[src/rtl/uart_response_arbiter_if.sv]
// Byte-stream valid/ready handshake shared by the ASC, STL and UART TX ports of the arbiter.
interface uart_response_arbiter_if;
    logic       valid;
    logic       ready;
    logic [7:0] data;

    modport master (
        output valid,
        output data,
        input  ready
    );

    modport slave (
        input  valid,
        input  data,
        output ready
    );
endinterface

[src/rtl/uart_response_arbiter.sv]
// Burst-holding round-robin arbiter merging ASC and STL response bytes onto one UART TX stream.
// Define RESP_TAG_EN to prefix every granted burst with a one-byte source tag.
module uart_response_arbiter #(
    parameter int unsigned IDLE_CLKS = 1000,
    parameter int unsigned MAX_BURST = 64,
    parameter logic [7:0]  ASC_TAG   = 8'h61,
    parameter logic [7:0]  STL_TAG   = 8'h73
) (
    input  logic                           clk,
    input  logic                           reset_n,
    uart_response_arbiter_if.slave         asc,
    uart_response_arbiter_if.slave         stl,
    uart_response_arbiter_if.master        tx,
    output logic [1:0]                     grant
);

    localparam int unsigned IDLE_W  = $clog2(IDLE_CLKS + 1);
    localparam int unsigned BURST_W = $clog2(MAX_BURST + 1);

    localparam logic [IDLE_W-1:0]  IDLE_LAST = IDLE_W'(IDLE_CLKS - 1);
    localparam logic [IDLE_W-1:0]  IDLE_SAT  = IDLE_W'(IDLE_CLKS);
    localparam logic [BURST_W-1:0] BURST_CAP = BURST_W'(MAX_BURST);

    localparam logic [1:0] IDLE      = 2'd0;
    localparam logic [1:0] GRANT_ASC = 2'd1;
    localparam logic [1:0] GRANT_STL = 2'd2;
`ifdef RESP_TAG_EN
    localparam logic [1:0] TAG       = 2'd3;
`endif

    logic [1:0]         state_q, state_d;
    logic [IDLE_W-1:0]  idle_cnt_q, idle_cnt_d;
    logic [BURST_W-1:0] burst_cnt_q, burst_cnt_d;
    logic               last_stl_q, last_stl_d;
    logic               tx_valid_q, tx_valid_d;
    logic [7:0]         tx_data_q, tx_data_d;

    logic slot_free;
    logic asc_own, stl_own;
    logic own_valid, other_valid;
    logic burst_full, yield;
    logic asc_fire, stl_fire;
    logic start, start_stl;

`ifdef RESP_TAG_EN
    logic tag_stl_q, tag_stl_d;
    logic in_tag;
    logic tag_load;

    assign in_tag   = (state_q == TAG);
    assign tag_load = in_tag & slot_free;
`else
    logic [15:0] unused_tags;
    assign unused_tags = {ASC_TAG, STL_TAG};
`endif

    assign slot_free = !tx_valid_q | tx.ready;
    assign asc_own   = (state_q == GRANT_ASC);
    assign stl_own   = (state_q == GRANT_STL);

    assign own_valid   = asc_own ? asc.valid : stl.valid;
    assign other_valid = asc_own ? stl.valid : asc.valid;

    // At the cap the owner is held off for one cycle so the switch happens with no byte in flight.
    assign burst_full = (burst_cnt_q == BURST_CAP);
    assign yield      = burst_full & other_valid;

    assign asc.ready = asc_own & slot_free & !yield;
    assign stl.ready = stl_own & slot_free & !yield;

    assign asc_fire = asc.valid & asc.ready;
    assign stl_fire = stl.valid & stl.ready;

    assign tx.valid = tx_valid_q;
    assign tx.data  = tx_data_q;

`ifdef RESP_TAG_EN
    assign grant = {stl_own | (in_tag & tag_stl_q), asc_own | (in_tag & !tag_stl_q)};
`else
    assign grant = {stl_own, asc_own};
`endif

    // Output byte register.
    always_comb begin
        tx_valid_d = tx_valid_q;
        tx_data_d  = tx_data_q;
        if (asc_fire) begin
            tx_valid_d = 1'b1;
            tx_data_d  = asc.data;
        end else if (stl_fire) begin
            tx_valid_d = 1'b1;
            tx_data_d  = stl.data;
`ifdef RESP_TAG_EN
        end else if (tag_load) begin
            tx_valid_d = 1'b1;
            tx_data_d  = tag_stl_q ? STL_TAG : ASC_TAG;
`endif
        end else if (tx.ready) begin
            tx_valid_d = 1'b0;
        end
    end

    // Grant FSM and burst/idle counters.
    always_comb begin
        state_d     = state_q;
        idle_cnt_d  = idle_cnt_q;
        burst_cnt_d = burst_cnt_q;
        last_stl_d  = last_stl_q;
        start       = 1'b0;
        start_stl   = 1'b0;
`ifdef RESP_TAG_EN
        tag_stl_d   = tag_stl_q;
`endif

        case (state_q)
            IDLE: begin
                if (asc.valid | stl.valid) begin
                    start     = 1'b1;
                    start_stl = stl.valid & (!asc.valid | !last_stl_q);
                end
            end

            GRANT_ASC, GRANT_STL: begin
                if (asc_fire | stl_fire) begin
                    // A full counter is only reachable here when the other side is idle.
                    burst_cnt_d = burst_full ? BURST_W'(1) : burst_cnt_q + BURST_W'(1);
                    idle_cnt_d  = '0;
                end else if (yield) begin
                    start     = 1'b1;
                    start_stl = asc_own;
                end else begin
                    if (burst_full) begin
                        burst_cnt_d = '0;
                    end
                    if (!own_valid) begin
                        if (idle_cnt_q == IDLE_LAST) begin
                            state_d     = IDLE;
                            idle_cnt_d  = '0;
                            burst_cnt_d = '0;
                        end else if (idle_cnt_q != IDLE_SAT) begin
                            idle_cnt_d = idle_cnt_q + IDLE_W'(1);
                        end
                    end
                end
            end

`ifdef RESP_TAG_EN
            TAG: begin
                if (slot_free) begin
                    state_d = tag_stl_q ? GRANT_STL : GRANT_ASC;
                end
            end
`endif

            default: begin
                state_d = IDLE;
            end
        endcase

        if (start) begin
            idle_cnt_d  = '0;
            burst_cnt_d = '0;
            last_stl_d  = start_stl;
`ifdef RESP_TAG_EN
            state_d     = TAG;
            tag_stl_d   = start_stl;
`else
            state_d     = start_stl ? GRANT_STL : GRANT_ASC;
`endif
        end
    end

    always_ff @(posedge clk or negedge reset_n) begin
        if (!reset_n) begin
            state_q     <= IDLE;
            idle_cnt_q  <= '0;
            burst_cnt_q <= '0;
            last_stl_q  <= 1'b1;
            tx_valid_q  <= 1'b0;
            tx_data_q   <= 8'h00;
        end else begin
            state_q     <= state_d;
            idle_cnt_q  <= idle_cnt_d;
            burst_cnt_q <= burst_cnt_d;
            last_stl_q  <= last_stl_d;
            tx_valid_q  <= tx_valid_d;
            tx_data_q   <= tx_data_d;
        end
    end

`ifdef RESP_TAG_EN
    always_ff @(posedge clk or negedge reset_n) begin
        if (!reset_n) begin
            tag_stl_q <= 1'b0;
        end else begin
            tag_stl_q <= tag_stl_d;
        end
    end
`endif

endmodule

[src/flat_wrapper.sv]
// flat-port wrapper written by rule: the top's interface ports become plain ports
module uart_response_arbiter_flat 
#(
    parameter int unsigned IDLE_CLKS = 1000,
    parameter int unsigned MAX_BURST = 64,
    parameter logic [7:0]  ASC_TAG   = 8'h61,
    parameter logic [7:0]  STL_TAG   = 8'h73
)
  (clk, reset_n, grant, asc_valid, asc_data, asc_ready, stl_valid, stl_data, stl_ready, tx_valid, tx_data, tx_ready);
  uart_response_arbiter_if asc_i ();
  uart_response_arbiter_if stl_i ();
  uart_response_arbiter_if tx_i ();
  input  logic clk;
  input  logic reset_n;
  output logic [1:0] grant;
  input wire logic [$bits(asc_i.valid)-1:0] asc_valid;
  input wire logic [$bits(asc_i.data)-1:0] asc_data;
  output wire logic [$bits(asc_i.ready)-1:0] asc_ready;
  input wire logic [$bits(stl_i.valid)-1:0] stl_valid;
  input wire logic [$bits(stl_i.data)-1:0] stl_data;
  output wire logic [$bits(stl_i.ready)-1:0] stl_ready;
  output wire logic [$bits(tx_i.valid)-1:0] tx_valid;
  output wire logic [$bits(tx_i.data)-1:0] tx_data;
  input wire logic [$bits(tx_i.ready)-1:0] tx_ready;
  assign asc_i.valid = asc_valid;
  assign asc_i.data = asc_data;
  assign asc_ready = asc_i.ready;
  assign stl_i.valid = stl_valid;
  assign stl_i.data = stl_data;
  assign stl_ready = stl_i.ready;
  assign tx_valid = tx_i.valid;
  assign tx_data = tx_i.data;
  assign tx_i.ready = tx_ready;
  uart_response_arbiter #(.IDLE_CLKS(IDLE_CLKS), .MAX_BURST(MAX_BURST), .ASC_TAG(ASC_TAG), .STL_TAG(STL_TAG)) u_core (.clk(clk), .reset_n(reset_n), .asc(asc_i), .stl(stl_i), .tx(tx_i), .grant(grant));
endmodule
[config.mk]
export PLATFORM = sky130hd
export DESIGN_NAME = uart_response_arbiter_flat
export DESIGN_NICKNAME = d
export VERILOG_FILES = /design/src/rtl/uart_response_arbiter_if.sv /design/src/rtl/uart_response_arbiter.sv /design/src/flat_wrapper.sv
export SDC_FILE = /design/constraint.sdc
export NUM_CORES = 1
export LEC_CHECK = 0
export CORE_ASPECT_RATIO = 0.6
export CORE_UTILIZATION = 43
export DETAILED_ROUTE_END_ITERATION = 6
export HOLD_SLACK_MARGIN = 0.12
export PLACE_DENSITY = 0.67
export SLEW_MARGIN = 20
export SYNTH_ARGS = -nofsm -noshare
export SYNTH_HDL_FRONTEND = slang
export SYNTH_SLANG_ARGS = --single-unit
export TNS_END_PERCENT = 50
[constraint.sdc]
create_clock -name clk -period 3 [get_ports clk]
set_input_delay 0.3 -clock clk [delete_from_list [all_inputs] [get_ports clk]]
set_output_delay 0.3 -clock clk [all_outputs]
set_load 0.01 [all_outputs]
==> impl_metrics.py <==
metrics = {
    "clock_network": {
        "cts_tree": "done",
        "root_buffer": "clkbuf_8",
        "clockBufferDepth": 2,
        "clock-sinks": 29,
        "cts_setup_buffers": 0,
        "h-tree-depth": 2,
        "cts.clk_slew.worst_paths_ns": 0.07,
        "cts_hold_buffers": 0,
        "cts_buffers": 5,
        "insertion_delay_ns": 0.28,
        "cts_resized": 0,
    },
    "synth": {
        "synth_edf_count": 0,
        "synth_top_area_share_pct": 34.89,
        "yosys-top-cells-area": "dfrtp_1 (35%), mux2i_1 (7.0%), ha_1 (5.0%)",
        "netlist.top_cell.by_area": "dfrtp_1",
        "synth_warnings": 0,
        "syn_nets": 245,
        "postSynthAreaPerCell_um2": 9.297,
        "ys.flop_type": "dfrtp_1",
        "synth_area_um2": 2008,
        "ys_ff_latch": 29,
        "synthCells": 216,
        "synth_cell_types": 55,
        "async_flop_share_pct": 100.0,
        "synth-seq-area-share_pct": 36.20,
    },
    "floorplanning": {
        "die_w_um": 90.23,
        "core_area_um2": 4279,
        "start_util_pct": 46.93,
        "io_pins": 34,
        "rows": 18,
        "dieHeight_um": 54.94,
        "dieArea_um2": 4957,
    },
    "global_routing": {
        "gr-usage-all-layers_pct": 21.96,
        "grt_pass1_wl_um": 8169,
        "antenna_found_initial": 0,
        "grt_pass1_vias": 1561,
        "overflow": 0,
        "grt_max_degree": 30,
    },
    "timing": {
        "tns_ns": 0,
        "setup_ws_ns": 0.3686,
        "worst_pin_slew_ns": 0.6336,
        "drv_slew": 0,
        "fin_crit_sh_pct": 87.71,
        "clock_skew_ns": 0.004775,
        "rsz0062_at_grt": "no",
        "setup_viol": 0,
        "max_freq_ghz": 0.3800,
        "hold_viol": 0,
        "slew_headroom_pct": 57.41,
        "period_minus_slack_ns": 2.631,
    },
    "cells_and_area": {
        "diodes": 0,
        "syn2layout_area_growth_pct": 24.98,
        "drive_above_1_share_pct": 11.86,
        "mostFrequentLayoutCells": "clkdlybuf4s50_1 (33), dfrtp_1 (28), nand2_1 (26), nand3_1 (17), mux2i_1 (14)",
        "layout.nets": 281,
        "nFillCells": 397,
        "final_common_cell": "clkdlybuf4s50_1",
    },
    "power": {
        "p_per_area_nw_per_um2": 813.7,
        "leakage_nw": 1.056,
        "peakVddDrop_v": 0.0003105,
    },
    "place": {
        "pre_cts_ws_ns": 0.4559,
        "gp_congestion": 0.8382,
        "dp_hpwl_um": 3597,
        "numPortBuffers": 33,
    },
    "detailed_routing": {
        "wl_met1_um": 2734,
        "route.met3.wl_um": 392,
        "drtIter0Drc": 115,
        "top_layer": "met4",
        "wl_um": 4860,
        "drc_errors": 0,
        "firstDrtPassIters": 4,
        "wl_per_cell_um": 15.53,
        "vias": 1800,
        "wl_met2_um": 1698,
        "via_per_inst": 5.751,
        "ant_nets": 0,
    },
    "setup_path": {
        "path_max_fanout": 8,
        "required_ns": 2.70,
        "cp.arrival_ns": 2.33,
        "start_kind": "register",
        "path_class": "reg -> out",
        "cp-end-kind": "primary output",
    },
    "worst_hold_path": {
        "hold_path.class": "in -> async",
    },
    "job": {
        "cap_violations": 0,
    },
    "run_status": {
        "status": "finished, final reports clean",
    },
}
[where the power goes]
part	switching (mW)	internal, mW
registers	0.0700	0.495
logic	0.613	0.505
clock network	0.152	0.207
[cell usage after synthesis, types with 2 or more instances]
library cell	n
or3_1	3
o22ai_1	2
nor2_1	8
o21ai_0	11
nand3_1	17
nand2b_1	3
nor4_1	2
dfrtp_1	28
mux2i_1	14
nor2b_1	2
clkbuf_1	3
buf_6	2
or2_2	2
nand4b_1	2
o31a_1	2
and2_1	3
nor3_1	4
o31ai_4	2
o311ai_1	2
a21oi_1	10
buf_4	2
nand4_1	6
ha_1	8
nand3b_1	5
inv_1	9
and3_1	3
o21ai_1	2
mux2_2	2
buf_2	4
a31oi_1	3
nand2_1	26
[kinds of logic (layout without fill, tap and decap cells)]
| logic type | after synthesis | count (layout) | share of synthesized area (%) |
|---|---|---|---|
| flip-flops | 29 | 29 | 36.20 |
| AO/OA/AOI/OAI | 48 | 48 | 19.25 |
| AND/OR/NAND/NOR | 92 | 92 | 24.99 |
| buffers and inverters | 21 | 58 | 5.295 |
| adder cells (fa/ha/maj) | 8 | 8 | 4.985 |
| multiplexers | 17 | 17 | 8.847 |
| XOR/XNOR | 1 | 1 | 0.4362 |
[area by class of cell]
| class | instances | area [µm²] | share of cell area (%) |
|---|---|---|---|
| Timing Repair Buffer | 41 | 390.4 | 15.55 |
| Clock inverter | 1 | 5.005 | 0.1994 |
| Multi-Input combinational cell | 166 | 1182 | 47.11 |
| Sequential cell | 29 | 726.9 | 28.96 |
| Clock buffer | 7 | 96.34 | 3.838 |
| Tap cell | 60 | 75.07 | 2.991 |
| Inverter | 9 | 33.78 | 1.346 |
[routing by layer]
layer,track usage (%),vias up
met5,0,-
met4,5.645,0
met3,5.464,5
met2,27.61,84
met1,35.37,837
li1,-,874
[stage by stage]
step	power, mW	area (µm²)	util, %	hold slack [ns]	cells
after global placement	1.673	2409	56.29	0.5013	305
after CTS	2.053	2510	58.66	0.4275	313
after floorplan	1.310	2008	-	0.004409	216
after detailed placement	1.687	2409	56.29	0.5035	305
final	2.042	2510	58.66	0.4163	313
after global routing	2.219	2510	58.66	0.4478	313
[worst max-delay path, stage by stage (launching register included)]
cell             delay [ns]
dfrtp_1                0.41
inv_1                  0.09
ha_1                   0.35
mux2_4                 0.37
nand3_1                0.14
and3_1                 0.17
clkdlybuf4s50_1        0.53
[state kept, by name, indices dropped and copies added (netlist names)]
register	count
u_core.idle_cnt_q	10
u_core.last_stl_q	1
u_core.tx.data	8
u_core.tx.valid	1
u_core.burst_cnt_q	7
u_core.state_q	2
[worst paths after layout]
kind | from | to | slack (ns) | cells past startpoint
max | u_core.state_q[1] | stl_ready | 0.37 | 6
min | reset_n | u_core.idle_cnt_q[2] | 0.42 | 2
max reg2reg | u_core.state_q[1] | u_core.burst_cnt_q[3] | 0.44 | 8
min reg2reg | u_core.last_stl_q | u_core.last_stl_q | 0.51 | 1
max in group asynchronous | reset_n | u_core.last_stl_q | 2.27 | 2
min in group clk | u_core.last_stl_q | u_core.last_stl_q | 0.51 | 1
Note: power is estimated with default switching activity, not from simulation.
